<file path="src/rtl/alarm_clock_ctrl.sv">
// Timekeeping and alarm controller: 1 Hz divider, BCD time/alarm registers,
// RUN / SET_TIME / SET_ALARM mode machine, edit buttons and buzzer ring timer.
module alarm_clock_ctrl #(
    parameter int CLK_HZ    = 50_000_000,
    parameter int RING_SECS = 60
) (
    input  logic        clk,
    input  logic        reset,
    input  logic [2:0]  sw_states,
    input  logic [1:0]  btn_edit,
    output logic [23:0] disp_bcd,
    output logic        edit_field,
    output logic        buzzer
);

    localparam int DIV_W  = (CLK_HZ > 2) ? $clog2(CLK_HZ) : 1;
    localparam int RING_W = $clog2(RING_SECS + 1);
    localparam logic [DIV_W-1:0]  DIV_MAX   = DIV_W'(CLK_HZ - 1);
    localparam logic [RING_W-1:0] RING_LOAD = RING_W'(RING_SECS);

    typedef enum logic [1:0] {
        RUN       = 2'd0,
        SET_TIME  = 2'd1,
        SET_ALARM = 2'd2
    } mode_t;

    mode_t             state_reg, state_next;
    logic [DIV_W-1:0]  div_reg, div_next;
    logic [7:0]        hours_reg, hours_next;
    logic [7:0]        mins_reg, mins_next;
    logic [7:0]        secs_reg, secs_next;
    logic [7:0]        alarm_h_reg, alarm_h_next;
    logic [7:0]        alarm_m_reg, alarm_m_next;
    logic              edit_field_reg, edit_field_next;
    logic              buzzer_reg, buzzer_next;
    logic [RING_W-1:0] ring_cnt_reg, ring_cnt_next;
    logic [23:0]       disp_reg, disp_next;
    logic [1:0]        btn_cur_reg, btn_prev_reg;
    logic [1:0]        press;
    logic              tick;
    logic              alarm_match;

    // Falling edge of the registered button sample; a held button yields one press.
    genvar gi;
    generate
        for (gi = 0; gi < 2; gi++) begin : g_press
            assign press[gi] = btn_prev_reg[gi] & ~btn_cur_reg[gi];
        end
    endgenerate

    // Saturating comparisons keep the result legal BCD even from a bad value.
    function automatic logic [7:0] inc_bcd60(input logic [7:0] v);
        if (v[3:0] >= 4'd9) begin
            if (v[7:4] >= 4'd5) return 8'h00;
            else                return {v[7:4] + 4'd1, 4'd0};
        end
        return {v[7:4], v[3:0] + 4'd1};
    endfunction

    function automatic logic [7:0] inc_bcd24(input logic [7:0] v);
        if (v[7:4] >= 4'd2 && v[3:0] >= 4'd3) return 8'h00;
        if (v[3:0] >= 4'd9)                   return {v[7:4] + 4'd1, 4'd0};
        return {v[7:4], v[3:0] + 4'd1};
    endfunction

    always_comb begin
        state_next      = RUN;
        div_next        = div_reg + DIV_W'(1);
        hours_next      = hours_reg;
        mins_next       = mins_reg;
        secs_next       = secs_reg;
        alarm_h_next    = alarm_h_reg;
        alarm_m_next    = alarm_m_reg;
        edit_field_next = edit_field_reg;
        buzzer_next     = buzzer_reg;
        ring_cnt_next   = ring_cnt_reg;
        tick            = (div_reg == DIV_MAX);

        if (sw_states[0])      state_next = SET_TIME;
        else if (sw_states[1]) state_next = SET_ALARM;

        if (tick) div_next = '0;

        if (state_reg == SET_TIME) begin
            secs_next = 8'h00;
            if (press[1]) begin
                if (edit_field_reg) mins_next  = inc_bcd60(mins_reg);
                else                hours_next = inc_bcd24(hours_reg);
            end
        end else if (tick) begin
            secs_next = inc_bcd60(secs_reg);
            if (secs_reg == 8'h59) begin
                mins_next = inc_bcd60(mins_reg);
                if (mins_reg == 8'h59) hours_next = inc_bcd24(hours_reg);
            end
        end

        if (state_reg == SET_ALARM && press[1]) begin
            if (edit_field_reg) alarm_m_next = inc_bcd60(alarm_m_reg);
            else                alarm_h_next = inc_bcd24(alarm_h_reg);
        end

        if (state_next != state_reg)              edit_field_next = 1'b0;
        else if (state_reg != RUN && press[0])    edit_field_next = ~edit_field_reg;

        // Only a tick can move the time onto the alarm in RUN, so one match per pass.
        alarm_match = tick && (state_reg == RUN) && sw_states[2] &&
                      ({hours_next, mins_next, secs_next} == {alarm_h_reg, alarm_m_reg, 8'h00});

        if (!sw_states[2] || state_next != RUN || (buzzer_reg && press[1])) begin
            buzzer_next   = 1'b0;
            ring_cnt_next = '0;
        end else if (alarm_match) begin
            buzzer_next   = 1'b1;
            ring_cnt_next = RING_LOAD;
        end else if (buzzer_reg && tick) begin
            ring_cnt_next = ring_cnt_reg - RING_W'(1);
            if (ring_cnt_reg <= RING_W'(1)) buzzer_next = 1'b0;
        end

        if (state_next == SET_ALARM) disp_next = {alarm_h_next, alarm_m_next, 8'h00};
        else                         disp_next = {hours_next, mins_next, secs_next};
    end

    always_ff @(posedge clk) begin
        if (!reset) begin
            state_reg      <= RUN;
            div_reg        <= '0;
            hours_reg      <= 8'h00;
            mins_reg       <= 8'h00;
            secs_reg       <= 8'h00;
            alarm_h_reg    <= 8'h00;
            alarm_m_reg    <= 8'h00;
            edit_field_reg <= 1'b0;
            buzzer_reg     <= 1'b0;
            ring_cnt_reg   <= '0;
            disp_reg       <= 24'h000000;
            btn_cur_reg    <= 2'b11;
            btn_prev_reg   <= 2'b11;
        end else begin
            state_reg      <= state_next;
            div_reg        <= div_next;
            hours_reg      <= hours_next;
            mins_reg       <= mins_next;
            secs_reg       <= secs_next;
            alarm_h_reg    <= alarm_h_next;
            alarm_m_reg    <= alarm_m_next;
            edit_field_reg <= edit_field_next;
            buzzer_reg     <= buzzer_next;
            ring_cnt_reg   <= ring_cnt_next;
            disp_reg       <= disp_next;
            btn_cur_reg    <= btn_edit;
            btn_prev_reg   <= btn_cur_reg;
        end
    end

    assign disp_bcd   = disp_reg;
    assign edit_field = edit_field_reg;
    assign buzzer     = buzzer_reg;

endmodule

</file>
<file path="config.mk">
export PLATFORM = sky130hd
export DESIGN_NAME = alarm_clock_ctrl
export DESIGN_NICKNAME = d
export VERILOG_FILES = /design/src/rtl/alarm_clock_ctrl.sv
export SDC_FILE = /design/constraint.sdc
export NUM_CORES = 1
export LEC_CHECK = 0
export CORE_AREA = 2 2 114 116
export CTS_CLUSTER_DIAMETER = 120
export DETAILED_ROUTE_END_ITERATION = 10
export DIE_AREA = 0 0 116 118
export DONT_BUFFER_PORTS = 1
export PLACE_DENSITY_LB_ADDON = 0.05
export SYNTH_ARGS = -nofsm -noshare
export SYNTH_HDL_FRONTEND = slang
export SYNTH_SLANG_ARGS = --single-unit
</file>
<file path="constraint.sdc">
create_clock -name clk -period 3.7 [get_ports clk]
set_clock_uncertainty 0.1 [all_clocks]
set_input_delay 0.185 -clock clk [delete_from_list [all_inputs] [get_ports clk]]
set_output_delay 0.185 -clock clk [all_outputs]
set_load 0.05 [all_outputs]
</file>
Yosys cells after proc, flatten, opt, wreduce, memory -nomap -nowiden
Index checks and enable logic that the tools add are counted.

cells by class
  $add $sub $neg = 12
  magnitude comparators = 13
  eq/ne operators = 8
  multiplexer cells = 83
  bitwise logic cells = 6
  reductions and logical operators = 23

operators with widths
  operator                                                            number
  two-way mux 8 bit                                                   37
  two-way mux 1 bit                                                   41
  adder 4 x 1 -> 4 bit (second input constant)                        10
  adder 26 x 1 -> 26 bit (second input constant)                      1
  equality test 26 bit (second input constant)                        1
  equality test 24 bit                                                1
  two-way mux 24 bit                                                  1
  greater-or-equal comparator 4 bit (second input constant)           5
  equality test 8 x 7 -> 1 bit (second input constant)                2
  greater-or-equal comparator 4 x 2 -> 1 bit (second input constant)  4
  greater-or-equal comparator 4 x 3 -> 1 bit (second input constant)  3
  two-way mux 6 bit                                                   2
  logical AND 1 bit                                                   9
  nonzero test 2 bit                                                  4
  OR reduction 2 bit                                                  4
  less-or-equal comparator 6 x 1 -> 1 bit (second input constant)     1
  subtractor 6 x 1 -> 6 bit (second input constant)                   1
  equality test 2 bit (second input constant)                         2
  two-way mux 2 bit                                                   2
  NOT 1 bit                                                           4
  OR reduction 3 bit                                                  1
  AND 1 bit                                                           2
  equality test 2 x 1 -> 1 bit (second input constant)                1
  logical NOT 2 bit                                                   1
  4 further kinds                                                     5

storage, ports and cells
  bits in registers = 104
  bits of input ports = 7
  logic and storage cells = 160

Depth between registers and ports, before layout
Gate-level depths: netlist of the first run.

  word-level depth = 22
  mapped depth = 12

Least setup slack after synthesis of the first run
No wires, ideal clock.

  kind = reg2reg
  start = register div_reg[0]
  end = register ring_cnt_reg[0]
  arrival = 2.951 ns
  required time = 3.484 ns
  slack = 0.533 ns
  cell stages (with the launch flop) = 11
  buffers on the path = 0
  cells stage by stage = dfxtp_1 -> ha_1 -> nand3_1 -> or4_4 -> or4_4 -> a21oi_2 -> mux2_2 -> xnor2_1 -> and4_1 -> nand2_1 -> and3_1

on the way
  word-level cells in the longest chain between the ends = 6
  elaborated cells on any way between the ends = 13
  those cells by class = eq/ne: 2; mux: 6; reduce/logical: 5

ends and longest elaborated chain
  item                                 line  source
  from (decl)                          28    logic [DIV_W-1:0] div_reg, div_next;
  from (signal assigned)               142   div_reg <= div_next;
  equality test 26 bit *               77    tick = (div_reg == DIV_MAX);
  two-way mux 8 bit                    90    end else if (tick) begin
  two-way mux 8 bit                    84    if (state_reg == SET_TIME) begin
  equality test 24 bit                 108   ({hours_next, mins_next, secs_next} == {alarm_h_reg, alarm_m_reg, 8'h00});
  logical AND 1 bit                    107   alarm_match = tick && (state_reg == RUN) && sw_states[2] &&
  OR reduction 3 bit (no source line)  n/a
  to (signal assigned)                 150   ring_cnt_reg <= ring_cnt_next;
  to (decl)                            36    logic [RING_W-1:0] ring_cnt_reg, ring_cnt_next;

Mark *: on every way between the ends. The rest lies on a longest branch, timed or not.
A chain may end at the register's enable or synchronous reset.

Worst setup path in the final report of the first run
Ends and elaborated chain as after synthesis.

==> flow_summary.toml, run 1 <==
[outcome]
status = "completed"

[floorplan]
die_w_um = 116
io_pins = 33
core_area_um2 = 12410
dieArea_um2 = 13690
die_y_um = 118
start_util_pct = 44.43
num_rows = 41

[sta]
worstMarginPinSlew_ns = 0.9714
drv_slew = 0
fmax_ghz = 0.2869
setup_viol = 0
rsz0062_at_grt = "no"
fin_crit_ns = 3.486
relSlewSlack_pct = 35.03
period_share_pct = 94.21
hold_violations = 0
tns_ns = 0
setup_ws_ns = 0.2141

[logic_synthesis]
synth_cells = 646
synth_area_um2 = 5515
netlist_top_cells_area = "dfxtp_1 (38%), ha_1 (7.0%), nor2_1 (5.3%), xnor2_1 (4.4%), nand2_1 (4.0%)"
yosys_warnings = 0
yosysTopAreaCell = "dfxtp_1"
synth_top_area_share_pct = 37.75
ys_types = 67
synth_area_per_cell_um2 = 8.538
synth_ff_type = "dfxtp_1"
synth-edff-count = 0
ys_ff_latch = 104
async_reset_ff_share_pct = 0
synth_nets = 684
yosysSeqAreaShare_pct = 37.75

[cts]
cts_buffer_depth = 2
clock_sinks = 104
cts_htree_levels = 3
cts.reportedPaths.clkPinSlew_ns = 0.07
cts_tree = "done"
clk_latency_ns = 0.35
cts_root_buf = "clkbuf_16"
numCtsBuffers = 9

[setup_path]
arrival_ns = 3.63
worst_ep_required_time_ns = 3.85
cp-start-kind = "register"
crit_fanout = 6
rr_worst_depth = 10
path_class = "reg -> reg"
cp-end-kind = "register"
reg2reg_to = "ring_cnt_reg[0]"
r2r_start = "div_reg[0]"
r2r_slack_ns = 0.21

[power_and_ir_drop]
p_total_uw = 2106
vdd_ir_drop_max_mv = 0.2107
power_leakage_uw = 0.002328
p_per_area_nw_per_um2 = 346.7

[placement]
numPortBuffers = 0
place_ws_ns = 0.1072
place_congestion = 0.8725
place_hpwl_mm = 10.05

[global_route]
antenna_found_initial = 0
grt_max_degree = 24
grt_pass1_wl_mm = 22.42
grt_pass1_vias = 4338
grt_usage_pct = 21.08
overflow = 0

[layout]
num-nets-final = 692
nFillCells = 1235
syn_to_final_growth_pct = 10.14
multi_input_area_um2 = 3262
largest_reg_flops = 26
drive_gt1_share_pct = 8.801
n_antenna_cell = 0
seq_area_um2 = 2082

[routing]
drtAntennaViolNets = 0
dr.pass1.iters = 5
wirelength_mm = 13.81
routedWlPerCell_um = 16.61
vias = 4603
drc = 0
drt_iter0_markers = 289
viasPerCell = 5.539

[hold_path]
hp-class = "in -> reg"
holdPathStages = 3
hp-start = "sw_states[0]"
hold_end = "disp_bcd[12]"

[flow_run]
maxCapViolations = 0
-- power breakdown --
group | switching (uW) | internal [uW]
combinational | 48.1 | 28.2
clock | 412 | 473
sequential | 16.2 | 1130
-- critical path, cell delays in order, from the launching register on --
cell	delay [ns]
dfxtp_1	0.39
ha_1	0.24
nand3_2	0.15
or4_4	0.61
or4_4	0.58
a21oi_2	0.24
mux2_2	0.40
xnor2_2	0.15
and4_1	0.24
nand2_1	0.09
and3_1	0.18
-- through the flow --
stage	hold WS, ns	utilization, %	cell area [um2]	std cells
3_3_place_gp	0.1664	46.19	5734	809
2_1_floorplan	0.1865	-	5515	646
4_1_cts	0.02291	48.83	6062	831
6_report	0.03183	48.93	6075	831
3_5_place_dp	0.1701	46.19	5734	809
5_1_grt	0.03965	48.93	6075	831
-- timing repair --
action | in CTS | in global routing
endpoints found under the setup margin | 0 | 7
buffers inserted | 0 | 0
gates resized for setup | 0 | 2
hold endpoints to repair | 29 | 0
hold buffers | 6 | 0
-- area by class of cell --
| class | instances | share of cell area, % |
|---|---|---|
| multi-input cells | 493 | 53.70 |
| flip-flops and latches | 104 | 34.27 |
| clock buffers | 13 | 4.119 |
| well taps | 172 | 3.543 |
| repair buffers | 16 | 2.225 |
| inverters | 30 | 1.854 |
| clock inverters | 3 | 0.2884 |
-- cells by family (layout without fill, tap and decap cells) --
logic type | Yosys count | count (layout) | synth area share, %
AO/OA/AOI/OAI | 94 | 94 | 11.21
XOR/XNOR | 53 | 53 | 8.417
multiplexers | 19 | 19 | 3.789
flip-flops | 104 | 104 | 37.75
buffers and inverters | 49 | 62 | 3.335
AND/OR/NAND/NOR | 296 | 296 | 28.47
adder cells (fa/ha/maj) | 31 | 31 | 7.033
-- cells in the final DEF (no fill, tap or decap), types with 6 or more instances in the layout --
master,count
dfxtp_1,104
clkbuf_16,9
xor2_1,25
nor4_1,11
xnor2_1,27
inv_1,30
nand3_1,24
ha_1,31
buf_4,10
nor3_1,22
a211oi_1,6
nand2b_1,13
nor2_1,78
mux2_2,15
and3_1,16
nand4_1,13
dlygate4sd3_1,6
and4_1,7
a21oi_1,29
nand2_1,59
or3_1,6
and2_1,7
o21ai_0,17
-- cells in the mapped netlist (all sizes together) (15+ instances only) --
library cell  count
mux2             15
dfxtp           104
a21oi            30
nor3             22
xor2             25
inv              30
xnor2            28
clkbuf           17
ha               31
and3             18
nand2            59
o21ai            18
nor2             78
nand3            25
-- worst max path at each step --
stage / startpoint / to / slack (ns) / cells after the start
floorplan: div_reg[0] / ring_cnt_reg[0] / 0.53 / 10
global placement: div_reg[0] / ring_cnt_reg[1] / 0.24 / 10
detailed placement: div_reg[0] / ring_cnt_reg[0] / 0.11 / 10
CTS: div_reg[0] / ring_cnt_reg[0] / 0.09 / 10
global route: div_reg[0] / buzzer / 0.05 / 10
finish: div_reg[0] / ring_cnt_reg[0] / 0.21 / 10
-- layer usage --
metal / track usage [%] / share of wire (%)
met1: 29.53 / 48
met2: 32.60 / 46
met3: 3.450 / 4.2
met4: 7.440 / 1.8
met5: 0 / 0
No activity file was read; power rests on OpenSTA's default activity.
==> inputs of run 2 (changes only) <==
Settings changed: CORE_AREA 2 2 114 116 to 2 2 136 98, DIE_AREA 0 0 116 118 to 0 0 138 100.
==> run 2 against run 1 <==
  * Register-to-register slack lost 0.04 ns
  * Die area grew 0.82%
  * Global-route usage shrank 0.46 points
  * Critical path type unchanged
  * Highest routed layer unchanged
==> flow_summary.toml, run 2 (synthesis gave the netlist of run 1 again) <==
[outcome]
status = "completed"

[global_route]
grt_max_degree = 24
grt_usage_pct = 20.62
antenna_found_initial = 0
grt_pass1_wl_mm = 22.72
overflow = 0
grt_pass1_vias = 4246

[setup_path]
worst_ep_required_time_ns = 3.85
critPathSlowestCell = "or4_4"
cp-startpoint = "div_reg[0]"
crit_top_cell = "or4_4"
arrival_ns = 3.67
max_stage_delay_ns = 0.61
r2r_start = "div_reg[0]"
cp-start-kind = "register"
cp-end-kind = "register"
path_class = "reg -> reg"
cp_cell_sequence = "ha_1 > nand3_2 > or4_4 > or4_4 > a21oi_2 > mux2_2 > xnor2_1 > and4_1 > nand2_1 > and3_1"
crit_fanout = 6

[cts]
cts_tree = "done"
clock_sinks = 104
cts.reportedPaths.clkPinSlew_ns = 0.08
clk_latency_ns = 0.35
numCtsBuffers = 9
cts_root_buf = "clkbuf_16"
cts_buffer_depth = 2
cts_setup_buffers = 0
cts_htree_levels = 3

[sta]
tns_ns = 0
period_share_pct = 95.20
setup_viol = 0
fmax_ghz = 0.2839
worstMarginPinSlew_ns = 1.165
rsz0062_at_grt = "no"
drv_slew = 0
fin_crit_ns = 3.523
hold_violations = 0
relSlewSlack_pct = 22.33

[routing]
wirelength_mm = 13.95
dr.pass1.iters = 6
drt_iter0_markers = 433
dr_wl_met3_um = 893
viasPerCell = 5.568
drtAntennaViolNets = 0
vias = 4594
dr.max_layer_used = "met4"
routedWlPerCell_um = 16.91
drc = 0
drt-met1-wl_mm = 7.589
met2_length_mm = 5.361

[layout]
syn_to_final_growth_pct = 10.89
finalNonFillerCells = 825
n_antenna_cell = 0
layout_common_cells = "dfxtp_1 (104), nor2_1 (78), nand2_1 (59)"
num-nets-final = 692
mostFrequentLayoutCell = "dfxtp_1"
drive_gt1_share_pct = 9.560
largest_reg_flops = 26

[floorplan]
core_area_um2 = 12700
die_y_um = 100
start_util_pct = 43.43
io_pins = 33
num_rows = 35
die_w_um = 138
dieArea_um2 = 13800

[placement]
dp_cells = 805
numPortBuffers = 0
place_hpwl_mm = 10.44
place_congestion = 0.8890

[power_and_ir_drop]
p_per_area_nw_per_um2 = 366.2
vdd_ir_drop_max_mv = 0.2431
power_leakage_uw = 0.002357

[flow_run]
maxCapViolations = 0

[hold_path]
hp-start = "sw_states[0]"
hp-class = "in -> reg"
==> run 2: cell types whose count changed in the layout (fill, tap and decap cells not counted), sizes merged <==
cell	before	now
buf	10	12
clkbuf	13	9
clkinvlp	1	0
dlygate4sd3	6	4
bufinv	0	1
inv	30	34
==> run 2: repair_timing <==
action / 4_1_cts / 5_1_grt
gates resized for setup: 0 / 2
endpoints found under the setup margin: 0 / 7
endpoints found under the hold margin: 29 / 0
hold buffers: 4 / 0
==> run 2: worst max-delay path, delay by kind of cell, from the launching register on <==
| kind | cells | cell delay [ns] |
|---|---|---|
| muxes | 1 | 0.38 |
| adders and majority gates | 1 | 0.24 |
| DFF | 1 | 0.39 |
| xor gates and xnor gates | 1 | 0.23 |
| AOI/OAI and AO/OA | 1 | 0.21 |
| and+or+nand+nor | 6 | 1.86 |
==> run 2: cell type report <==
class,count,area [um2]
fill,1269,6584
multi-input combinational,493,3261
sequential,104,2082
clock buffer,9,225.2
tap,166,207.7
timing repair buffer,16,130.1
inverter,30,112.6
clock inverter,7,97.59
==> run 2: worst paths after layout <==
check / to / depth (start not counted) / slack, ns
min: disp_bcd[12] / 3 / 0.02
min reg2reg: btn_prev_reg[0] / 1 / 0.36
max reg2reg: ring_cnt_reg[1] / 10 / 0.18
max: ring_cnt_reg[1] / 10 / 0.18
==> run 2: routing by layer <==
layer	track usage, %	up-vias
met5	0	-
met4	4.788	0
met3	5.057	9
met2	28.03	134
met1	32.21	2141
li1	-	2310
==> run 2: through the flow <==
stage	worst slack [ns]	area (um2)	total power, uW	utilization, %	hold slack (ns)
global route	0.01312	6116	2321	48.16	0.05332
detailed placement	0.1262	5742	1237	45.21	0.1738
finish	0.1775	6116	2239	48.16	0.01866
floorplan	0.5332	5515	1217	-	0.1865
global placement	0.2678	5742	1237	45.21	0.1702
CTS	0.1009	6105	2265	48.07	0.009150
==> run 2: power by group <==
group	switching, uW	total, uW	internal (uW)	leakage, uW
clock	472	1020	549	0.000159
combinational	48.8	75.7	26.9	0.00136
sequential	15.2	1140	1130	0.000840
total	536	2240	1700	0.00236
